**src/rtl/seg_scan_ctrl.sv**
```systemverilog
`default_nettype none
// +-----------------------------------------------------------------------------
// | Module : seg_scan_ctrl
// | Brief  : 4-digit multiplexed 7-seg scan controller with frame-coherent
// |          double-buffered display value. Optional macro: SEG_LZ_BLANK_EN.
// | Rev    : 1.0
// +-----------------------------------------------------------------------------
module seg_scan_ctrl #(
  parameter int unsigned REFRESH_DIV = 50000
) (
  input  logic       clk,
  input  logic       reset,
  input  logic       load,
  input  logic [3:0] d0,
  input  logic [3:0] d1,
  input  logic [3:0] d2,
  input  logic [3:0] d3,
  output logic [3:0] q0,
  output logic [3:0] q1,
  output logic [3:0] q2,
  output logic [3:0] q3,
  output logic [1:0] sel,
  output logic [3:0] an,
  output logic       tick,
  output logic       pending
);

  localparam int unsigned PRESC_W = (REFRESH_DIV > 2) ? $clog2(REFRESH_DIV) : 1;
  localparam logic [PRESC_W-1:0] PRESC_MAX = PRESC_W'(REFRESH_DIV - 1);

  logic [PRESC_W-1:0] presc_q, presc_d;
  logic [1:0]         sel_q, sel_d;
  logic [3:0]         an_q, an_d;
  logic               tick_q, tick_d;
  logic               pending_q, pending_d;
  logic [15:0]        disp_q, disp_d;
  logic [15:0]        shadow_q, shadow_d;
  logic               adv;
  logic               swap;

  always_comb begin
    adv       = (presc_q == PRESC_MAX);
    presc_d   = adv ? '0 : presc_q + 1'b1;
    sel_d     = adv ? sel_q + 2'd1 : sel_q;
    tick_d    = adv;
    // Swap only on the 3->0 boundary so a frame never mixes old and new digits.
    swap      = adv && (sel_q == 2'd3) && pending_q;
    disp_d    = swap ? shadow_q : disp_q;
    shadow_d  = load ? {d3, d2, d1, d0} : shadow_q;
    pending_d = load | (pending_q & ~swap);
    an_d      = ~(4'b0001 << sel_d);
`ifdef SEG_LZ_BLANK_EN
    if (disp_d[15:12] == 4'd0) an_d[3] = 1'b1;
    if (disp_d[15:8]  == 8'd0) an_d[2] = 1'b1;
    if (disp_d[15:4]  == 12'd0) an_d[1] = 1'b1;
`endif
  end

  always_ff @(posedge clk) begin
    if (reset) begin
      presc_q   <= '0;
      sel_q     <= 2'd0;
      an_q      <= 4'b1110;
      tick_q    <= 1'b0;
      pending_q <= 1'b0;
      disp_q    <= 16'd0;
      shadow_q  <= 16'd0;
    end else begin
      presc_q   <= presc_d;
      sel_q     <= sel_d;
      an_q      <= an_d;
      tick_q    <= tick_d;
      pending_q <= pending_d;
      disp_q    <= disp_d;
      shadow_q  <= shadow_d;
    end
  end

  assign q0      = disp_q[3:0];
  assign q1      = disp_q[7:4];
  assign q2      = disp_q[11:8];
  assign q3      = disp_q[15:12];
  assign sel     = sel_q;
  assign an      = an_q;
  assign tick    = tick_q;
  assign pending = pending_q;

endmodule
`default_nettype wire

```
**config.mk**
```make
export PLATFORM = sky130hd
export DESIGN_NAME = seg_scan_ctrl
export DESIGN_NICKNAME = d
export VERILOG_FILES = /design/src/rtl/seg_scan_ctrl.sv
export SDC_FILE = /design/constraint.sdc
export NUM_CORES = 1
export LEC_CHECK = 0
export ABC_AREA = 1
export CORE_ASPECT_RATIO = 1.4
export CORE_UTILIZATION = 45
export DETAILED_ROUTE_END_ITERATION = 10
export HOLD_SLACK_MARGIN = 0.05
export PLACE_DENSITY = 0.73
export SETUP_SLACK_MARGIN = 0.2
export SYNTH_ARGS = -nofsm -noshare
export SYNTH_HDL_FRONTEND = slang
export SYNTH_SLANG_ARGS = --single-unit
```
**constraint.sdc**
```tcl
create_clock -name clk -period 1.6 [get_ports clk]
set_clock_uncertainty 0.2 [all_clocks]
set_input_delay 0.32 -clock clk [delete_from_list [all_inputs] [get_ports clk]]
set_output_delay 0.32 -clock clk [all_outputs]
set_load 0.01 [all_outputs]
```
=== Word level (Yosys, flattened, before mapping) ===
Index checks and enable logic that the tools add are counted.
Widths: inputs -> output; s select.

* Bits in registers: 56
* Input port bits: 19
* Logic and storage cells: 20

* Add/subtract/negate cells: 2
* Eq/ne operators: 2
* Shift-type cells: 1
* Muxes and demuxes: 1
* Bitwise gates (word level): 4
* Reductions and logical operators: 3

{| class="wikitable"
|+ Operator list
! operator !! count
|-
| $add 16x1->16 const B || 1
|-
| $eq 16x16->1 const B || 1
|-
| $not 4->4 || 1
|-
| $shl 1x2->4 const A || 1
|-
| $add 2x1->2 const B || 1
|-
| $eq 2x2->1 const B || 1
|-
| $logic_and 1x1->1 || 2
|-
| $mux 2 || 1
|-
| $reduce_or 2->1 || 1
|-
| $and 1x1->1 || 1
|-
| $not 1->1 || 1
|-
| $or 1x1->1 || 1
|}

=== Logic depth before layout (Yosys ltp) ===
* Word-level depth: 6
* Gate-level depth with buffers: 10
* Mapped depth without buffers: 10

=== Worst setup path after synthesis ===
No wires, ideal clock.

* Path type: register -> register
* Start point: register presc_q[0]
* End point: register presc_q[13]
* Arrival time: 1.304 ns
* Slack: -0.025 ns
* Cell stages (with the launch flop): 10
* Path buffers: 1
* Period minus slack after synthesis: 1.625 ns
* Cells stage by stage: dfxtp_1 > ha_1 > nand2_2 > inv_2 > nand2_2 > nor2_2 > nand2_1 > nand2_1 > buf_4 > a21oi_1

* Cells in the longest elaborated chain, start to end: 2
* Elaborated cells between the ends (all ways): 3
* Classes of those cells: add/sub (1); eq/ne (1); reduce/logical (1)

{| class="wikitable"
|+ Ends and longest elaborated chain
! element !! RTL line !! source
|-
| start: declaration || 31 || <nowiki>logic [PRESC_W-1:0] presc_q, presc_d;</nowiki>
|-
| start signal: assignment || 69 || <nowiki>presc_q <= presc_d;</nowiki>
|-
| branches (longest 2 deep; another with $add 16x1->16) || n/a ||
|}

Parallel ways; which one is timed is not known.
A chain may end at the register's enable or synchronous reset.

=== Worst setup path after layout ===
* Start point: register presc_q[1]
* End point: register presc_q[6]

The elaborated chain is that of the path after synthesis.

==> flow_metrics.tcl <==
set metrics [dict create \
    slowest_stage "dfxtp_2" \
    violations "setup timing" \
    fin_crit_sh 1.012 \
    slew_headroom 0.8222 \
    cp-startpoint "presc_q[1]" \
    cp-start-kind "flop" \
    synthTopCellsByArea "dfxtp_1 48%, nor2_1 8.6%, nand2_1 8.3%" \
    globalRouteOverflowTotal 0 \
    clk_latency_ns 0.31 \
    drc_errors 0 \
    fmax_mhz 617.5 \
    worst-r2r-cell-count 10 \
    rsz0062_at_grt "yes" \
    syn_nets 333 \
    synth_top_area_frac 0.4833 \
    hold_violations 0 \
    ys_seq_elements 56 \
    ant_nets 0 \
    gp_congestion 0.7505 \
    worstPathMaxFanout 8 \
    ctsRootBufferMaster "clkbuf_8" \
    fillers 416 \
    grt_max_degree 34 \
    antenna_cells 0 \
    ctsHoldBuffers 0 \
    finalSetupViolations 12 \
    cts_tree "built" \
    r2r_start "presc_q[1]" \
    hold_start "reset" \
    portBuffers 42 \
    max_stage_delay_ns 0.36 \
    drt_iter0_markers 149 \
    path_cells "ha_4 > nand2_4 > inv_4 > nand2_4 > nor2_4 > buf_6 > nand2_8 > buf_6 > nand2_8 > nor2_1" \
    drive_gt1_frac 0.3620 \
    criticalPathCategory "flop to flop" \
    ys_seq_area_frac 0.4833 \
    cts.sink_count 56 \
    vias_per_cell 4.960 \
    p_per_area_nw_per_um2 734.1 \
    antenna_found_initial 0 \
    endpoint_kind "flop" \
    layout.nets 404 \
    slew_violations 0 \
    synthDistinctLibCells 23 \
    die_h_um 86.95 \
    vias 2222 \
    multi_input_area_um2 1197 \
    hold_class "input pin to flop" \
    grt_util_all_layers 0.2119 \
    drt_wl_total_um 5667 \
    cts_made_buffers 5 \
    htreeDepth 2 \
    status "finished, violations left" \
    grt_pass1_vias 2073 \
    hpwl_um 3449 \
    final.min_clock_period_ns 1.619 \
    ir_drop_v 0.0005773 \
    wl_per_cell_um 12.65 \
    die_area_um2 5450 \
    io_pins 43 \
    cp.required_ns 1.60 \
    grt_pass1_wl_um 9114 \
    first_pass_iters 4 \
    fp.dieW_um 62.68 \
    yosysTopAreaCell "dfxtp_1" \
    cp.arrival_ns 1.62 \
    layout_setup_ws_ns -0.01947 \
    ys_warn_count 0 \
    mostFrequentLayoutCell "nor2_1" \
    dp_slack_ns -0.04002 \
    coreArea_um2 4917 \
    avgSynthCellArea_um2 7.435 \
    netlist_instances 312 \
    setup-tns-final_ns -0.08810 \
    initial_core_util 0.4718 \
    clockBufferDepth 2 \
    leakage_nw 1.374 \
    syn_to_final_growth_pct 42.88 \
    clkTransAtPathRegs_ns 0.11 \
    num_rows 30 \
    maxCapViolations 0 \
    synthesis.area_um2 2320 \
    whs_path_depth 3 \
    final_cell_mix "46 x nor2_1, 41 x nand2_1, 35 x inv_1" \
    regArea_um2 1155 \
    worst-slew-pin-transition_ns 0.2647 \
]
==> final timing paths <==
kind	slack [ns]	endpoint
setup / recovery	-0.02	presc_q[6]
hold / removal	0.19	tick
setup reg to reg	-0.02	presc_q[6]
hold reg to reg	0.26	shadow_q[4]
==> synth_stat cells <==
cell      count
a21oi_1      25
and3_1        1
buf_1         2
buf_2         2
buf_4         4
buf_6         1
clkbuf_1      5
dfxtp_1      56
ha_1          2
inv_1        39
inv_2         2
nand2_1      51
nand2_2       2
nand3_1       8
nand3_2       1
nand4_1      21
nor2_1       53
nor2_2        2
nor2_4        3
nor3_1        7
nor3_2        1
o21ai_0      20
xor2_1        4
==> layer usage <==
metal	part of all wire	routed length, um	global-route usage
met5	0	0	0
met4	0.016	93	0.07611
met3	0.029	167	0.03796
met2	0.53	3000	0.3913
met1	0.42	2406	0.2424
==> worst max-delay path, delay by kind of cell (launching register included) <==
kind | cells | cell delay, ns
adders and majority gates | 1 | 0.15
buffers and inverters | 3 | 0.34
DFF | 1 | 0.36
and+or+nand+nor | 6 | 0.47
==> where the power goes <==
part	internal [mW]	switching [mW]
Clock	0.312	0.468
Sequential	1.43	0.0152
Combinational	0.101	0.109
Total	1.84	0.592
==> what timing repair did <==
item	4_1_cts	5_1_grt
hold endpoints to repair	0	0
pin swaps	5	11
buffers inserted	12	5
setup endpoints to repair	62	77
gates resized for setup	111	61
cloned	1	1
==> sequential cells by signal, indices dropped and copies added (netlist names) <==
name	count
an	4
sel	2
pending	1
disp_q	16
shadow_q	16
tick	1
presc_q	16
==> through the flow <==
step	cell area (um2)	utilization	std cells	hold slack (ns)	power, mW
after floorplan	2361	-	312	0.1891	1.571
after global placement	2942	0.5982	421	0.2262	1.645
after detailed placement	2942	0.5982	421	0.2366	1.650
after CTS	3262	0.6634	442	0.2624	2.442
after global routing	3314	0.6740	448	0.1929	2.537
final	3314	0.6740	448	0.1880	2.433
==> kinds of logic (layout without fill, tap and decap cells) <==
| family | count (synthesis) | in the layout | share of synthesized area |
|---|---|---|---|
| and+or+nand+nor | 150 | 151 | 0.2940 |
| DFF | 56 | 56 | 0.4833 |
| buffers and inverters | 55 | 126 | 0.09979 |
| AOI/OAI and AO/OA | 45 | 45 | 0.09709 |
| xor gates and xnor gates | 4 | 4 | 0.01510 |
| adders and majority gates | 2 | 2 | 0.01079 |
==> area by class of cell <==
type | instances | area share
clock buffer | 5 | 0.02076
clock inverter | 3 | 0.006418
inverter | 41 | 0.04832
multi-input combinational | 202 | 0.3613
sequential | 56 | 0.3484
tap | 64 | 0.02416
timing repair buffer | 77 | 0.1906
(Power assumes the default switching activity.)
